==> src/rtl/core_adc_supervisor.sv <==
// core_adc_supervisor: round-robin A2D sequencer with per-channel result latches,
// battery-low hysteresis and a power FSM that gates balance control.
// Optional feature macro CORE_ADC_AVG_EN: each stored sample becomes the mean of
// the previous stored value and the new conversion (first sample after OFF raw).
module core_adc_supervisor #(
    parameter int NUM_CH   = 4,
    parameter int ADC_W    = 12,
    parameter int BATT_CH  = 2,
    parameter int BATT_TH  = 'h800,
    parameter int BATT_HYS = 'h040,
    parameter int TMO_CYC  = 1024
) (
    input  logic                       clk,
    input  logic                       rst,
    input  logic                       pwr_up,
    input  logic                       trig,
    output logic                       nxt,
    output logic [$clog2(NUM_CH)-1:0]  ch_sel,
    input  logic                       cnv_done,
    input  logic [ADC_W-1:0]           adc_data,
    output logic [NUM_CH*ADC_W-1:0]    ch_data,
    output logic [NUM_CH-1:0]          ch_vld,
    output logic [NUM_CH-1:0]          ch_err,
    output logic                       sweep_done,
    output logic                       batt_low,
    output logic                       en_bal,
    output logic [1:0]                 state
);

    localparam int CH_W   = $clog2(NUM_CH);
    localparam int CNT_W  = $clog2(TMO_CYC + 1);
    localparam int ADC_W1 = ADC_W + 1;
    localparam logic [CH_W-1:0]   LAST_CH  = CH_W'(NUM_CH - 1);
    localparam logic [CH_W-1:0]   BATT_SEL = CH_W'(BATT_CH);
    localparam logic [CNT_W-1:0]  TMO_LAST = CNT_W'(TMO_CYC - 1);
    // Thresholds kept one bit wider so TH+HYS cannot wrap
    localparam logic [ADC_W1-1:0] TH_LO    = ADC_W1'(BATT_TH);
    localparam logic [ADC_W1-1:0] TH_HI    = TH_LO + ADC_W1'(BATT_HYS);

    typedef enum logic [1:0] {OFF = 2'd0, ARM = 2'd1, RUN = 2'd2, FLT = 2'd3} pwr_state_t;
    typedef enum logic [1:0] {SEQ_IDLE = 2'd0, SEQ_REQ = 2'd1, SEQ_WAIT = 2'd2} seq_state_t;

    pwr_state_t          pwr_q, pwr_nxt;
    seq_state_t          seq_q, seq_nxt;
    logic [CNT_W-1:0]    wait_cnt;
    logic [ADC_W-1:0]    slot [NUM_CH];
    logic [NUM_CH-1:0]   last_tmo;
    logic                conv_ok, conv_tmo, sweep_end;
    logic [ADC_W-1:0]    new_val;

`ifdef CORE_ADC_AVG_EN
    function automatic logic [ADC_W-1:0] avg_fn(input logic [ADC_W-1:0] old_v,
                                                 input logic [ADC_W-1:0] new_v);
        logic [ADC_W1-1:0] sum;
        sum = {1'b0, old_v} + {1'b0, new_v};
        return sum[ADC_W1-1:1];
    endfunction
`endif

    // Hysteresis: set below TH, clear at or above TH+HYS, otherwise hold
    function automatic logic batt_fn(input logic cur, input logic [ADC_W-1:0] v);
        logic [ADC_W1-1:0] ve;
        ve = {1'b0, v};
        if (ve < TH_LO)
            return 1'b1;
        else if (ve >= TH_HI)
            return 1'b0;
        return cur;
    endfunction

    // Value written into the selected slot on a successful conversion
    always_comb begin
`ifdef CORE_ADC_AVG_EN
        new_val = ch_vld[ch_sel] ? avg_fn(slot[ch_sel], adc_data) : adc_data;
`else
        new_val = adc_data;
`endif
    end

    // Sequencer next state: request, wait for done or timeout, advance channel
    always_comb begin
        seq_nxt  = seq_q;
        nxt      = 1'b0;
        conv_ok  = 1'b0;
        conv_tmo = 1'b0;
        case (seq_q)
            SEQ_IDLE: if (trig && pwr_q != OFF) seq_nxt = SEQ_REQ;
            SEQ_REQ: begin
                nxt     = 1'b1;
                seq_nxt = SEQ_WAIT;
            end
            SEQ_WAIT: begin
                if (cnv_done)
                    conv_ok = 1'b1;
                else if (wait_cnt == TMO_LAST)
                    conv_tmo = 1'b1;
                if (conv_ok || conv_tmo)
                    seq_nxt = (ch_sel == LAST_CH) ? SEQ_IDLE : SEQ_REQ;
            end
            default: seq_nxt = SEQ_IDLE;
        endcase
        // Power loss aborts immediately; a late cnv_done is dropped
        if (!pwr_up) begin
            seq_nxt  = SEQ_IDLE;
            conv_ok  = 1'b0;
            conv_tmo = 1'b0;
        end
        sweep_end = (conv_ok || conv_tmo) && (ch_sel == LAST_CH);
    end

    // Power FSM next state; loss of pwr_up overrides every state
    always_comb begin
        pwr_nxt = pwr_q;
        case (pwr_q)
            OFF: if (pwr_up) pwr_nxt = ARM;
            ARM: if (sweep_done) pwr_nxt = (ch_err == '0) ? RUN : FLT;
            RUN: if (conv_tmo && last_tmo[ch_sel]) pwr_nxt = FLT;
            default: pwr_nxt = pwr_q;
        endcase
        if (!pwr_up) pwr_nxt = OFF;
    end

    // Control registers: FSM states, channel pointer, timeout counter, status flags
    always_ff @(posedge clk) begin
        if (rst) begin
            seq_q      <= SEQ_IDLE;
            pwr_q      <= OFF;
            ch_sel     <= '0;
            wait_cnt   <= '0;
            sweep_done <= 1'b0;
            en_bal     <= 1'b0;
            ch_vld     <= '0;
            ch_err     <= '0;
            last_tmo   <= '0;
            batt_low   <= 1'b0;
        end else begin
            seq_q      <= seq_nxt;
            pwr_q      <= pwr_nxt;
            en_bal     <= (pwr_nxt == RUN);
            sweep_done <= sweep_end;
            wait_cnt   <= (seq_q == SEQ_WAIT) ? wait_cnt + CNT_W'(1) : '0;
            if (!pwr_up) begin
                ch_sel   <= '0;
                ch_vld   <= '0;
                ch_err   <= '0;
                last_tmo <= '0;
                batt_low <= 1'b0;
            end else if (conv_ok || conv_tmo) begin
                ch_sel <= (ch_sel == LAST_CH) ? '0 : ch_sel + CH_W'(1);
                if (conv_ok) begin
                    ch_vld[ch_sel]   <= 1'b1;
                    last_tmo[ch_sel] <= 1'b0;
                    if (ch_sel == BATT_SEL)
                        batt_low <= batt_fn(batt_low, new_val);
                end else begin
                    ch_err[ch_sel]   <= 1'b1;
                    last_tmo[ch_sel] <= 1'b1;
                end
            end
        end
    end

    // Result latches: written only on a successful conversion, retained through OFF
    always_ff @(posedge clk) begin
        if (rst) begin
            for (int i = 0; i < NUM_CH; i++) slot[i] <= '0;
        end else if (conv_ok) begin
            slot[ch_sel] <= new_val;
        end
    end

    for (genvar g = 0; g < NUM_CH; g++) begin : g_pack
        assign ch_data[g*ADC_W +: ADC_W] = slot[g];
    end

    assign state = pwr_q;

endmodule

==> config.mk <==
export PLATFORM = sky130hd
export DESIGN_NAME = core_adc_supervisor
export DESIGN_NICKNAME = d
export VERILOG_FILES = /design/src/rtl/core_adc_supervisor.sv
export SDC_FILE = /design/constraint.sdc
export NUM_CORES = 1
export LEC_CHECK = 0
export BUFFER_PORTS_ARGS = -buffer_cell sky130_fd_sc_hd__buf_2
export CAP_MARGIN = 20
export CORE_ASPECT_RATIO = 1.2
export CORE_MARGIN = 5
export CORE_UTILIZATION = 54
export CTS_BUF_LIST = sky130_fd_sc_hd__clkbuf_4 sky130_fd_sc_hd__clkbuf_8
export DETAILED_ROUTE_END_ITERATION = 10
export GPL_TIMING_DRIVEN = 0
export PLACE_DENSITY = 0.84
export SLEW_MARGIN = 20
export SYNTH_ARGS = -nofsm -noshare
export SYNTH_HDL_FRONTEND = slang
export SYNTH_SLANG_ARGS = --single-unit
export TNS_END_PERCENT = 1
==> constraint.sdc <==
create_clock -name clk -period 1.9 [get_ports clk]
set_clock_uncertainty 0.1 [all_clocks]
set_input_delay 0 -clock clk [delete_from_list [all_inputs] [get_ports clk]]
set_output_delay 0 -clock clk [all_outputs]
set_load 0.1 [all_outputs]
* Word-level counts from Yosys, hierarchy flattened *
Memory sizes are Yosys's and may differ from the RTL's.
Index checks and enable logic that the tools add are counted.
Widths: inputs -> output; s select.

word-level totals
  latch bits = 0
  memories kept = 1
  RAM bits = 48
  bits in read-only memories = 0
  input bits = 17
  output and inout bits = 64
  word-level logic and storage cells = 94
  bits in registers = 32

memory list
  memory  words  width  read ports  clocked after memory_dff  write ports  line  text
  slot    4      12     4           0                         4            46    logic [ADC_W-1:0] slot [NUM_CH];

operators by class
  magnitude comparators = 4
  shifts and indexed selects = 0
  multipliers = 0
  bitwise operators = 8
  div/mod/pow operators = 0
  reductions and logical operators = 17
  equal/unequal tests = 10
  $add $sub $neg = 2
  muxes and demuxes = 42

operators with widths
  kind                   number
  $mux 1                 29
  $mux 2                 7
  $ge 12x12->1 const B   1
  $lt 12x12->1 const B   1
  $mux 12                1
  $or 4x4->4             3
  $pmux 2 s3             2
  $reduce_or 12->1       1
  $add 11x1->11 const B  1
  $eq 11x10->1 const B   1
  $eq 2x2->1 const B     5
  $reduce_and 2->1       3
  $and 4x4->4            1
  $eq 2x1->1 const B     2
  $logic_and 1x1->1      4
  $logic_not 2->1        2
  $logic_not 4->1        1
  $mux 4                 1
  $ne 2x2->1 const B     2
  $not 4->4              1
  $reduce_and 4->1       1
  $reduce_or 2->1        2
  $lt 2x3->1 const B     1
  $not 1->1              3
  6 further kinds        7

* Longest topological paths before layout *
Gate-level depths: netlist (run 1).

  depth after elaboration = 11
  depth in mapped cells = 6
  gate-level depth less buffers = 5

* Worst setup path after synthesis (run 1) *
OpenSTA, ideal clock, no wires.

  path kind = flip-flop to flip-flop
  start point = reg ch_sel[0]
  end point = mem slot[1][0], enable pin
  library setup time = 0.352 ns
  buffers on the path = 0
  arrival = 1.933 ns
  clock period less this slack = 2.385 ns
  cell stages (with the launch flop) = 4
  data required time = 1.448 ns
  path slack = -0.485 ns
  cells stage by stage = dfxtp_1 > inv_1 > nor3_2 > or2_1

RTL lines
  element                 line  text
  start, declared         18    output logic [$clog2(NUM_CH)-1:0] ch_sel,
  start signal, assigned  149   ch_sel <= (ch_sel == LAST_CH) ? '0 : ch_sel + CH_W'(1);
  end, declared           46

* Worst setup path after layout (run 1) *
  start point = reg wait_cnt[1]
  end point = reg sweep_done

between the ends
  cells in the longest elaborated chain, start to end = 8

ends and longest elaborated chain
  element                 line  text
  start, declared         45    logic [CNT_W-1:0] wait_cnt;
  start signal, assigned  141   wait_cnt <= (seq_q == SEQ_WAIT) ? wait_cnt + CNT_W'(1) : '0;
  $eq 11x10->1            95    else if (wait_cnt == TMO_LAST)
  $mux 1                  95
  $mux 1                  93    if (cnv_done)
  $mux 1 (2 in series)    86    case (seq_q)
  $mux 1                  103   if (!pwr_up) begin
  $logic_or 1x1->1        108   sweep_end = (conv_ok || conv_tmo) && (ch_sel == LAST_CH);
  $logic_and 1x1->1       108
  end signal, assigned    140   sweep_done <= sweep_end;
  end, declared           24    output logic sweep_done,

No other way between the ends. The select of a mux whose other input is x is not followed.
A chain may end at the register's enable or synchronous reset.

==> results by group, run 1 <==
Status
  • Status: completed

Clock tree
  • CTS H-Tree Depth: 3
  • TritonCTS Sinks: 80
  • Number of buffers created by CTS: 9
  • TritonCTS clock tree: yes
  • Clock Root Buffer: clkbuf_8
  • Clk Latency, worst-skew pair: 340 ps
  • Register clock-pin slew on the reported worst setup and hold paths: ~80 ps
  • Deepest clock path buffer count: 2

STA
  • Unrepaired setup endpoints after global routing: false
  • Final critical-path required period: 1763 ps
  • Slew at the pin closest to its max-slew limit: 504.0 ps
  • Final number of hold-violating endpoints: 0
  • Count of pins over their slew limit: 0
  • Final worst-path cycle share: 92.78%
  • Fmax: 567.3 MHz
  • Final Setup Violations: 0
  • Post-layout worst setup margin: around 140 ps
  • Relative max-transition margin: 66.63%

Job
  • Count of max-cap constraint violations: 0

Worst setup path
  • Worst EP arrival: 1930 ps
  • Class of the most critical setup path: reg -> reg
  • Required time worst endpoint: 2070 ps
  • Capturing element type of the critical path: flop
  • Setup crit start kind: flop
  • Peak fanout along the critical path: 10

Synth
  • Avg Synthesized Cell Area: 12.63 sq um
  • Count of yosys warnings during synthesis: 0
  • Largest cells by area after synthesis: edfxtp_1, dfxtp_1, and2_1
  • Yosys reg bits: 80
  • Top cell types by occurrence after synthesis: and2_1, edfxtp_1, dfxtp_1
  • Share of synthesized registers carrying an async set or reset: 0%
  • Post-synthesis sequential area ratio: 65.43%
  • Synthesized net count: 274
  • Number of distinct library cells after synthesis: 42
  • Share of Yosys cell area claimed by the top area cell type: between 40 and 50%
  • Instance count of the mapped netlist: 252
  • Post-synthesis instance area: between 3000 and 4000 sq um
  • Most frequently used flop master after synthesis: edfxtp_1
  • Number of synthesized flops with an enable pin: 48
  • Library cell occupying the most area in the post-synthesis netlist: edfxtp_1

Place
  • Final weighted congestion of routability-driven global placement: 0.7866
  • Placed Instances: 412
  • Placed wire-length estimate after detailed placement: 4.869 mm
  • Total of buffers placed on input and output ports: 80
  • Worst Setup Slack post-DPL: -128.8 ps

Floorplan
  • Cell Rows: 30
  • Overall die height: between 90 and 100 microns
  • Number of primary I/O pins: 81
  • Area inside the core boundary: 5705 sq um
  • Effective utilization at floorplan: 55.77%
  • Total die area: 7533 sq um
  • Die Span X: about 80 microns

Routing
  • Violation count after the first detailed-routing iteration: 102
  • DRT Pass-1 Iters: 4
  • Vias post-DR: 2263
  • Number of DRC violations after detailed routing: 0
  • Drt via density: 5.097
  • DRT Wirelength: between 6 and 7 mm
  • Number of nets with antenna violations after detailed routing: 0
  • Average wire length per cell after detail routing: 15.50 microns

Global route
  • Wire length of the first global-routing pass: ~11 mm
  • Overall global routing resource usage: just under 20%
  • Maximum number of pins on one net before global-route repair: 15
  • Vias in the first global route: approximately 2300
  • GRT overflow: 0
  • Initial antenna violation count: 0

Cells and area
  • Post-route non-filler standard cell count: 444
  • Number of antenna diodes: 0
  • Final-stage net count: 381
  • Total of fill cells in the finished design: 424
  • Sequential cell area: 2086 sq um
  • Synth-to-Final Area Change: 27.29%
  • Fraction of final layout cells with drive strength greater than 1: 33.52%
  • Area occupied by multi-input gates: 1066 sq um
  • Final Util: 70.99%

Power and ir drop
  • Leakage component of the power: roughly 1.6 nW
  • Power Dens Cells: 836.3 nW/um^2
  • IR Drop Worst-Case VDD: 639.6 uV

Worst hold path
  • Hold WC Path Type: reg -> reg
routing by layer:
metal | global-route usage (%) | vias up | wire [microns]
met5 | 0 | - | 0
met4 | 7.606 | 0 | 91
met3 | 4.798 | 8 | 425
met2 | 35.01 | 84 | 3655
met1 | 21.09 | 1073 | 2708
li1 | - | 1098 | -
critical path, stage by stage, from the launching register on:
cell     delay, ps
dfxtp_1        380
ha_4           170
or3b_1         390
nor4_4         190
buf_6          180
nor2_1          90
nor3b_2        190
cell type report:
| class | count | share of cell area [%] |
|---|---|---|
| clock buffer | 9 | 3.058 |
| clock inverter | 7 | 1.174 |
| inverter | 5 | 0.4634 |
| sequential | 80 | 51.50 |
| tap | 80 | 2.471 |
| timing repair buffer | 96 | 13.84 |
| multi-input combinational | 158 | 26.32 |
| buffer | 9 | 1.174 |
path summary, 6_finish.rpt:
path / startpoint / to / slack (ps) / cells after the start
hold / removal: wait_cnt[0] / wait_cnt[0] / 370 / 1
setup reg to reg: wait_cnt[1] / sweep_done / 140 / 6
setup / recovery: wait_cnt[1] / sweep_done / 140 / 6
hold reg to reg: wait_cnt[0] / wait_cnt[0] / 370 / 1
layout by cell type (no fill, tap or decap), types with 2 or more instances in the layout:
master         synthesis  final
buf_2                  5     85
and2_1                48     48
edfxtp_1              48     48
dfxtp_1               32     29
nor2_1                20     20
dlygate4sd3_1          0     16
a21oi_1               15     15
clkbuf_8               0      9
nand2_1                7      7
nor3_1                 6      6
inv_1                  5      5
nand3_1                4      4
xnor2_1                4      4
ha_1                   5      4
clkbuf_1               3      3
nand2b_1               3      3
nor3_2                 3      3
or2_4                  0      3
or3_1                  3      3
or4_1                  3      3
o21ai_0                3      3
a211oi_2               3      3
dfxtp_2                0      3
clkinvlp_4             0      3
nor2b_1                3      2
nand4_1                2      2
o21ai_1                2      2
nor4_1                 2      2
nor3b_2                2      2
xor2_1                 2      2
clkinv_1               0      2
where the power goes:
part           internal [mW]  leakage [nW]  switching [mW]
sequential              1.87         0.755          0.0118
clock                  0.471        0.0769           0.616
combinational         0.0717         0.797           0.350
total                   2.41          1.63           0.978
registers in the layout, indices dropped and copies added, names as in the netlist, named ones only:
| register | flops |
|---|---|
| slot | 48 |
| wait_cnt | 11 |
| ch_err | 4 |
| ch_vld | 4 |
| ch_sel | 2 |
| seq_q | 2 |
| state | 2 |
| batt_low | 1 |
| en_bal | 1 |
| sweep_done | 1 |
cell families (layout without fill, tap and decap cells):
kind of cell             count (synthesis)  after routing  share of synthesized area, %
AO/OA/AOI/OAI                           30             30                         6.135
XOR/XNOR                                 6              6                         1.652
adder cells (fa/ha/maj)                  5              5                         1.966
buffers and inverters                   14            126                         2.084
flip-flops                              80             80                         65.43
multiplexers                             2              2                         1.062
AND/OR/NAND/NOR                        115            115                         21.67
stage by stage:
stage / instance area (sq um) / setup TNS, ps / hold slack [ps] / power [mW]
2_1_floorplan: 3187 / -1193 / -30.49 / 2.229
3_3_place_gp: 3687 / -1935 / 213.8 / 2.304
3_5_place_dp: 3687 / -4145 / 221.9 / 2.310
4_1_cts: 4019 / 0 / 376.7 / 3.401
5_1_grt: 4050 / 0 / 397.7 / 3.500
6_report: 4050 / 0 / 370.0 / 3.387
repair_timing:
action,in CTS,in global routing
hold buffers,16,0
buffers inserted,0,0
resized for setup,3,8
endpoints found under the setup margin,36,57
gates cloned,0,0
endpoints found under the hold margin,53,0
Note: power is estimated with default switching activity, not from simulation.
==> inputs of run 2 (changes only) <==
Settings changed: CELL_PAD_IN_SITES_DETAIL_PLACEMENT set to 1, CELL_PAD_IN_SITES_GLOBAL_PLACEMENT set to 1, CORE_UTILIZATION 54 to 43.
==> results by group, run 2 (synthesized netlist as in run 1, its figures left out) <==
STA
  • Fin Setup TNS: 0 ps
  • Final Setup Violations: 0
  • Final hold slack: 369.4 ps
  • Slew at the pin closest to its max-slew limit: approximately 510 ps
  • Post-layout worst setup margin: 75.87 ps
  • Final critical-path required period: 1824 ps
  • Fmax: 548.2 MHz
  • Final number of hold-violating endpoints: 0
  • Unrepaired setup endpoints after global routing: true
  • Count of pins over their slew limit: 0
  • Final worst-path cycle share: 96.01%
  • Relative max-transition margin: between 60 and 70%

Power and ir drop
  • Switching part of the total: 26.73%
  • Clk pwr share: 40.3%
  • Sum of internal, switching and leakage power: 3.854 mW
  • Internal power: between 2 and 3 mW
  • Power Dens Cells: approximately 930 nW/um^2
  • Proportion of power drawn by flip-flops and latches: 48.8%
  • IR Drop Worst-Case VDD: about 550 uV
  • Leakage component of the power: 1.669 nW
  • Comb pwr share: 11.0%
  • Net switching power: ~1.0 mW

Place
  • Total of buffers placed on input and output ports: 80
  • Placed cell area: between 3000 and 4000 sq um
  • Worst Setup Slack post-DPL: -142.2 ps
  • Final weighted congestion of routability-driven global placement: roughly 0.7
  • Placed wire-length estimate after detailed placement: between 5 and 6 mm

Clock tree
  • Register clock-pin slew on the reported worst setup and hold paths: 90 ps
  • TritonCTS clock tree: yes
  • Clk Latency, worst-skew pair: 350 ps
  • Post-CTS Setup Bufs: 0
  • Number of buffers created by CTS: 9
  • TritonCTS Sinks: 80
  • Deepest clock path buffer count: 2
  • Clock Root Buffer: clkbuf_8
  • CTS H-Tree Depth: 3

Global route
  • Maximum number of pins on one net before global-route repair: 16
  • Wire length of the first global-routing pass: between 10 and 15 mm
  • GRT busiest layer: met2
  • GR Util met3: 2.932%
  • Overall global routing resource usage: 17.73%
  • Initial antenna violation count: 0
  • Met1 track utilization from global routing: around a fifth
  • GRT overflow: 0
  • Met2 usage: 32.35%
  • Vias in the first global route: 2392

Cells and area
  • Top flop regs: slot: 48 flops, wait_cnt: 11 flops
  • Top register by number of flip-flops: slot
  • Max reg flops: 48
  • Synth-to-Final Area Change: 29.89%
  • Commonest cells after routing, fill and taps aside: buf_2, and2_1, edfxtp_1
  • Fraction of final layout cells with drive strength greater than 1: 34.07%
  • Final-stage net count: 381
  • Final instance area: 4133 sq um
  • Most common cell after layout, fill and taps aside: buf_2
  • Number of antenna diodes: 0

Routing
  • Vias post-DR: 2284
  • Average wire length per cell after detail routing: 17.84 microns
  • Violation count after the first detailed-routing iteration: 108
  • DRT Wirelength: 8.100 mm
  • DRT Pass-1 Iters: 4
  • Number of DRC violations after detailed routing: 0
  • Drt via density: 5.031
  • Number of nets with antenna violations after detailed routing: 0

Worst hold path
  • Worst hold stages: 2
  • Hold Crit Start: ch_vld[2]
  • Min-Delay Endpoint: ch_vld[2]
  • Hold WC Path Type: reg -> reg

Worst setup path
  • Setup crit start kind: flop
  • Worst reg2reg endpoint: slot[3][3]
  • Required time worst endpoint: 1840 ps
  • Length in cells of the worst reg-to-reg path: 3
  • Setup slack, reg-to-reg: 80 ps
  • Peak fanout along the critical path: 12
  • Startpoint of the worst-slack reg-to-reg timing path: seq_q[1]
  • Class of the most critical setup path: reg -> reg
  • CP max stage cell: dfxtp_1
  • First element of the critical path: seq_q[1]
  • Worst EP arrival: 1760 ps
  • Cells along the critical path: and4b_2, buf_2, a31o_2
  • Capturing element type of the critical path: flop
  • Slowest cell delay on critical path: 420 ps

Status
  • Status: completed

Floorplan
  • Number of primary I/O pins: 81
  • Area inside the core boundary: 7232 sq um
  • Overall die height: 104.2 microns
  • Cell Rows: 34
  • Total die area: about 9000 sq um
  • Die Span X: 88.53 microns
  • Effective utilization at floorplan: 44.00%

Job
  • Count of max-cap constraint violations: 0
[run 2: final cells by class]
| cell class | instances | area [sq um] |
|---|---|---|
| Inverter | 5 | 18.77 |
| Sequential cell | 80 | 2086 |
| Multi-Input combinational cell | 158 | 1057 |
| Clock buffer | 9 | 123.9 |
| Tap cell | 90 | 112.6 |
| Clock inverter | 7 | 123.9 |
| Buffer | 9 | 50.05 |
| Fill cell | 768 | 3099 |
| Timing Repair Buffer | 96 | 560.5 |
[run 2: per-stage QoR]
stage,util [%],instances
2_1_floorplan,-,252
5_1_grt,57.15,454
3_3_place_gp,51.16,422
4_1_cts,56.83,454
6_report,57.15,454
3_5_place_dp,51.16,422
[run 2: how the worst max path moves through the flow]
stage / endpoint / cells past startpoint
after floorplan: state[0] / 3
after global placement: slot[1][8] / 4
after detailed placement: slot[0][7] / 4
after CTS: slot[0][0] / 4
after global routing: slot[3][2] / 3
final: slot[3][3] / 3
[run 2: worst max-delay path: cells and delay by family, from the launching register on]
| family | cells | cell delay, ps |
|---|---|---|
| flops | 1 | 420 |
| compound gates | 1 | 400 |
| simple gates | 1 | 330 |
| buf+inv | 1 | 270 |
[run 2: power by group through the flow]
stage	registers, mW	logic, mW	clock network (mW)
after global placement	1.92	0.390	0
after floorplan	2.20	0.0344	0
after detailed placement	1.92	0.395	0
final	1.88	0.422	1.55
after CTS	1.88	0.422	1.58
after global routing	1.88	0.435	1.65
[run 2: timing repair]
action                     in CTS  in global routing
hold endpoints to repair       53                  0
setup endpoints to repair      37                 58
hold buffers                   16                  0
gates resized for setup         4                  7
[run 2: routing by layer]
layer	vias to the layer above	part of all wire, %
met4	0	1.2
met2	71	54
li1	1100	-
met3	9	6.4
met1	1104	39
met5	-	0
==> inputs of run 3 (changes only) <==
Settings changed: BUFFER_PORTS_ARGS -buffer_cell sky130_fd_sc_hd__buf_2 to unset, CORE_UTILIZATION 43 to 51, DONT_BUFFER_PORTS set to 1, PLACE_DENSITY 0.84 to 0.83.
==> results by group, run 3 (synthesized netlist as in run 1, its figures left out) <==
Status
  • Status: completed

Worst setup path
  • Length in cells of the worst reg-to-reg path: 3
  • Required time worst endpoint: approximately 2000 ps
  • Class of the most critical setup path: reg -> reg
  • Peak fanout along the critical path: 9
  • Worst EP arrival: about 2000 ps
  • Capturing element type of the critical path: flop
  • Setup crit start kind: flop

Clock tree
  • Clock Root Buffer: clkbuf_8
  • TritonCTS Sinks: 80
  • TritonCTS clock tree: yes
  • CTS H-Tree Depth: 3
  • Register clock-pin slew on the reported worst setup and hold paths: 80 ps
  • Clk Latency, worst-skew pair: between 300 and 400 ps
  • Deepest clock path buffer count: 2
  • Number of buffers created by CTS: 9

Cells and area
  • Max reg flops: 48
  • Top flop regs: slot: 48 flops, wait_cnt: 11 flops
  • Final-stage net count: approximately 300
  • Number of antenna diodes: 0
  • Total of fill cells in the finished design: 613
  • Synth-to-Final Area Change: 17.22%
  • Commonest cells after routing, fill and taps aside: and2_1, edfxtp_1, dfxtp_1
  • Top register by number of flip-flops: slot
  • Final Util: 61.64%
  • Fraction of final layout cells with drive strength greater than 1: 16.84%

Routing
  • DRT Wirelength: 7.452 mm
  • DRT Pass-1 Iters: 4
  • Drt via density: 5.496
  • Vias post-DR: just over 2000
  • Number of DRC violations after detailed routing: 0
  • Average wire length per cell after detail routing: approximately 20 microns
  • Violation count after the first detailed-routing iteration: between 100 and 150
  • Number of nets with antenna violations after detailed routing: 0

Power and ir drop
  • Net switching power: 0.9908 mW
  • Proportion of power drawn by flip-flops and latches: between 50 and 60%
  • Internal power: 2.687 mW
  • Leakage component of the power: 1.304 nW
  • Power Dens Cells: about 1000 nW/um^2
  • Clk pwr share: 38.6%
  • Switching part of the total: 26.94%
  • IR Drop Worst-Case VDD: 572.8 uV
  • Comb pwr share: 2.6%

Place
  • Worst Setup Slack post-DPL: -352.3 ps
  • Total of buffers placed on input and output ports: 0
  • Placed wire-length estimate after detailed placement: 4.926 mm
  • Final weighted congestion of routability-driven global placement: 0.7500

Floorplan
  • Effective utilization at floorplan: 52.58%
  • Total die area: 7925 sq um
  • Area inside the core boundary: 6051 sq um
  • Cell Rows: 31
  • Die Span X: around 80 microns
  • Number of primary I/O pins: 81
  • Overall die height: 96.53 microns

Global route
  • Vias in the first global route: 2102
  • Maximum number of pins on one net before global-route repair: 15
  • Overall global routing resource usage: around 19%
  • GRT overflow: 0
  • Initial antenna violation count: 0
  • Wire length of the first global-routing pass: 11.01 mm

STA
  • Post-layout worst setup margin: 66.44 ps
  • Count of pins over their slew limit: 0
  • Final hold slack: between 30 and 40 ps
  • Unrepaired setup endpoints after global routing: false
  • Final number of hold-violating endpoints: 0
  • Final critical-path required period: ~1800 ps
  • Final Setup Violations: 0
  • Slew at the pin closest to its max-slew limit: 1091 ps
  • Relative max-transition margin: a little over a quarter
  • Fmax: about 550 MHz
  • Final worst-path cycle share: a little over nine tenths

Worst hold path
  • Worst hold stages: 3
  • Hold WC Path Type: in -> reg

Job
  • Count of max-cap constraint violations: 0
[run 3: cell count changes in the layout (fill, tap and decap cells not counted), sizes merged]
cell / delta
buf: -79
clkinv: +2
inv: -2
bufinv: -1
dlygate4sd3: +1
[run 3: worst paths after layout]
path / from / to / slack, ps
worst min-delay path: cnv_done / ch_sel[0] / 40
worst min register to register: seq_q[0] / seq_q[0] / 370
worst max-delay path: ch_sel[0] / state[0] / 70
worst max register to register: ch_sel[0] / state[0] / 70
[run 3: repair_timing]
| action | CTS | global route |
|---|---|---|
| hold endpoints to repair | 72 | 24 |
| buffers inserted | 0 | 0 |
| hold buffers | 16 | 1 |
| endpoints found under the setup margin | 46 | 55 |
| pin swaps | 0 | 1 |
| gates resized for setup | 7 | 10 |
[run 3: area by class of cell]
type / instances / area (sq um) / area share [%]
flip-flops and latches: 80 / 2096 / 56.19
repair buffers: 17 / 170.2 / 4.562
plain buffers: 9 / 47.55 / 1.275
inverters: 5 / 18.77 / 0.5032
well taps: 82 / 102.6 / 2.751
clock inverters: 6 / 91.34 / 2.449
clock buffers: 10 / 137.6 / 3.690
multi-input cells: 158 / 1066 / 28.58
[run 3: power by group through the flow]
stage          registers [mW]  clock network [mW]  logic [mW]
2_1_floorplan            2.20                   0      0.0344
3_3_place_gp             2.20                   0      0.0428
3_5_place_dp             2.21                   0      0.0447
4_1_cts                  2.16                1.43      0.0917
5_1_grt                  2.17                1.49       0.103
6_report                 2.16                1.42      0.0959
[run 3: through the flow]
stage	std cells	TNS [ps]	area [sq um]	power (mW)
after floorplan	252	-1193	3187	2.229
after CTS	366	0	3687	3.683
after global placement	334	-8688	3289	2.245
after global routing	367	0	3730	3.764
final	367	0	3730	3.677
after detailed placement	334	-10490	3289	2.250
[run 3: routing by layer]
metal  wire length (microns)  GRT usage (%)  vias to the layer above
met5                       0              0                        -
met3                     461          5.009                       12
li1                        -              -                      949
met4                     150          9.557                        0
met2                    4014          35.38                       73
met1                    2826          20.18                      983
[run 3: critical path, stage by stage, from the launching register on]
cell	delay, ps
dfxtp_4	610
mux4_2	560
a211o_1	290
and3_1	170
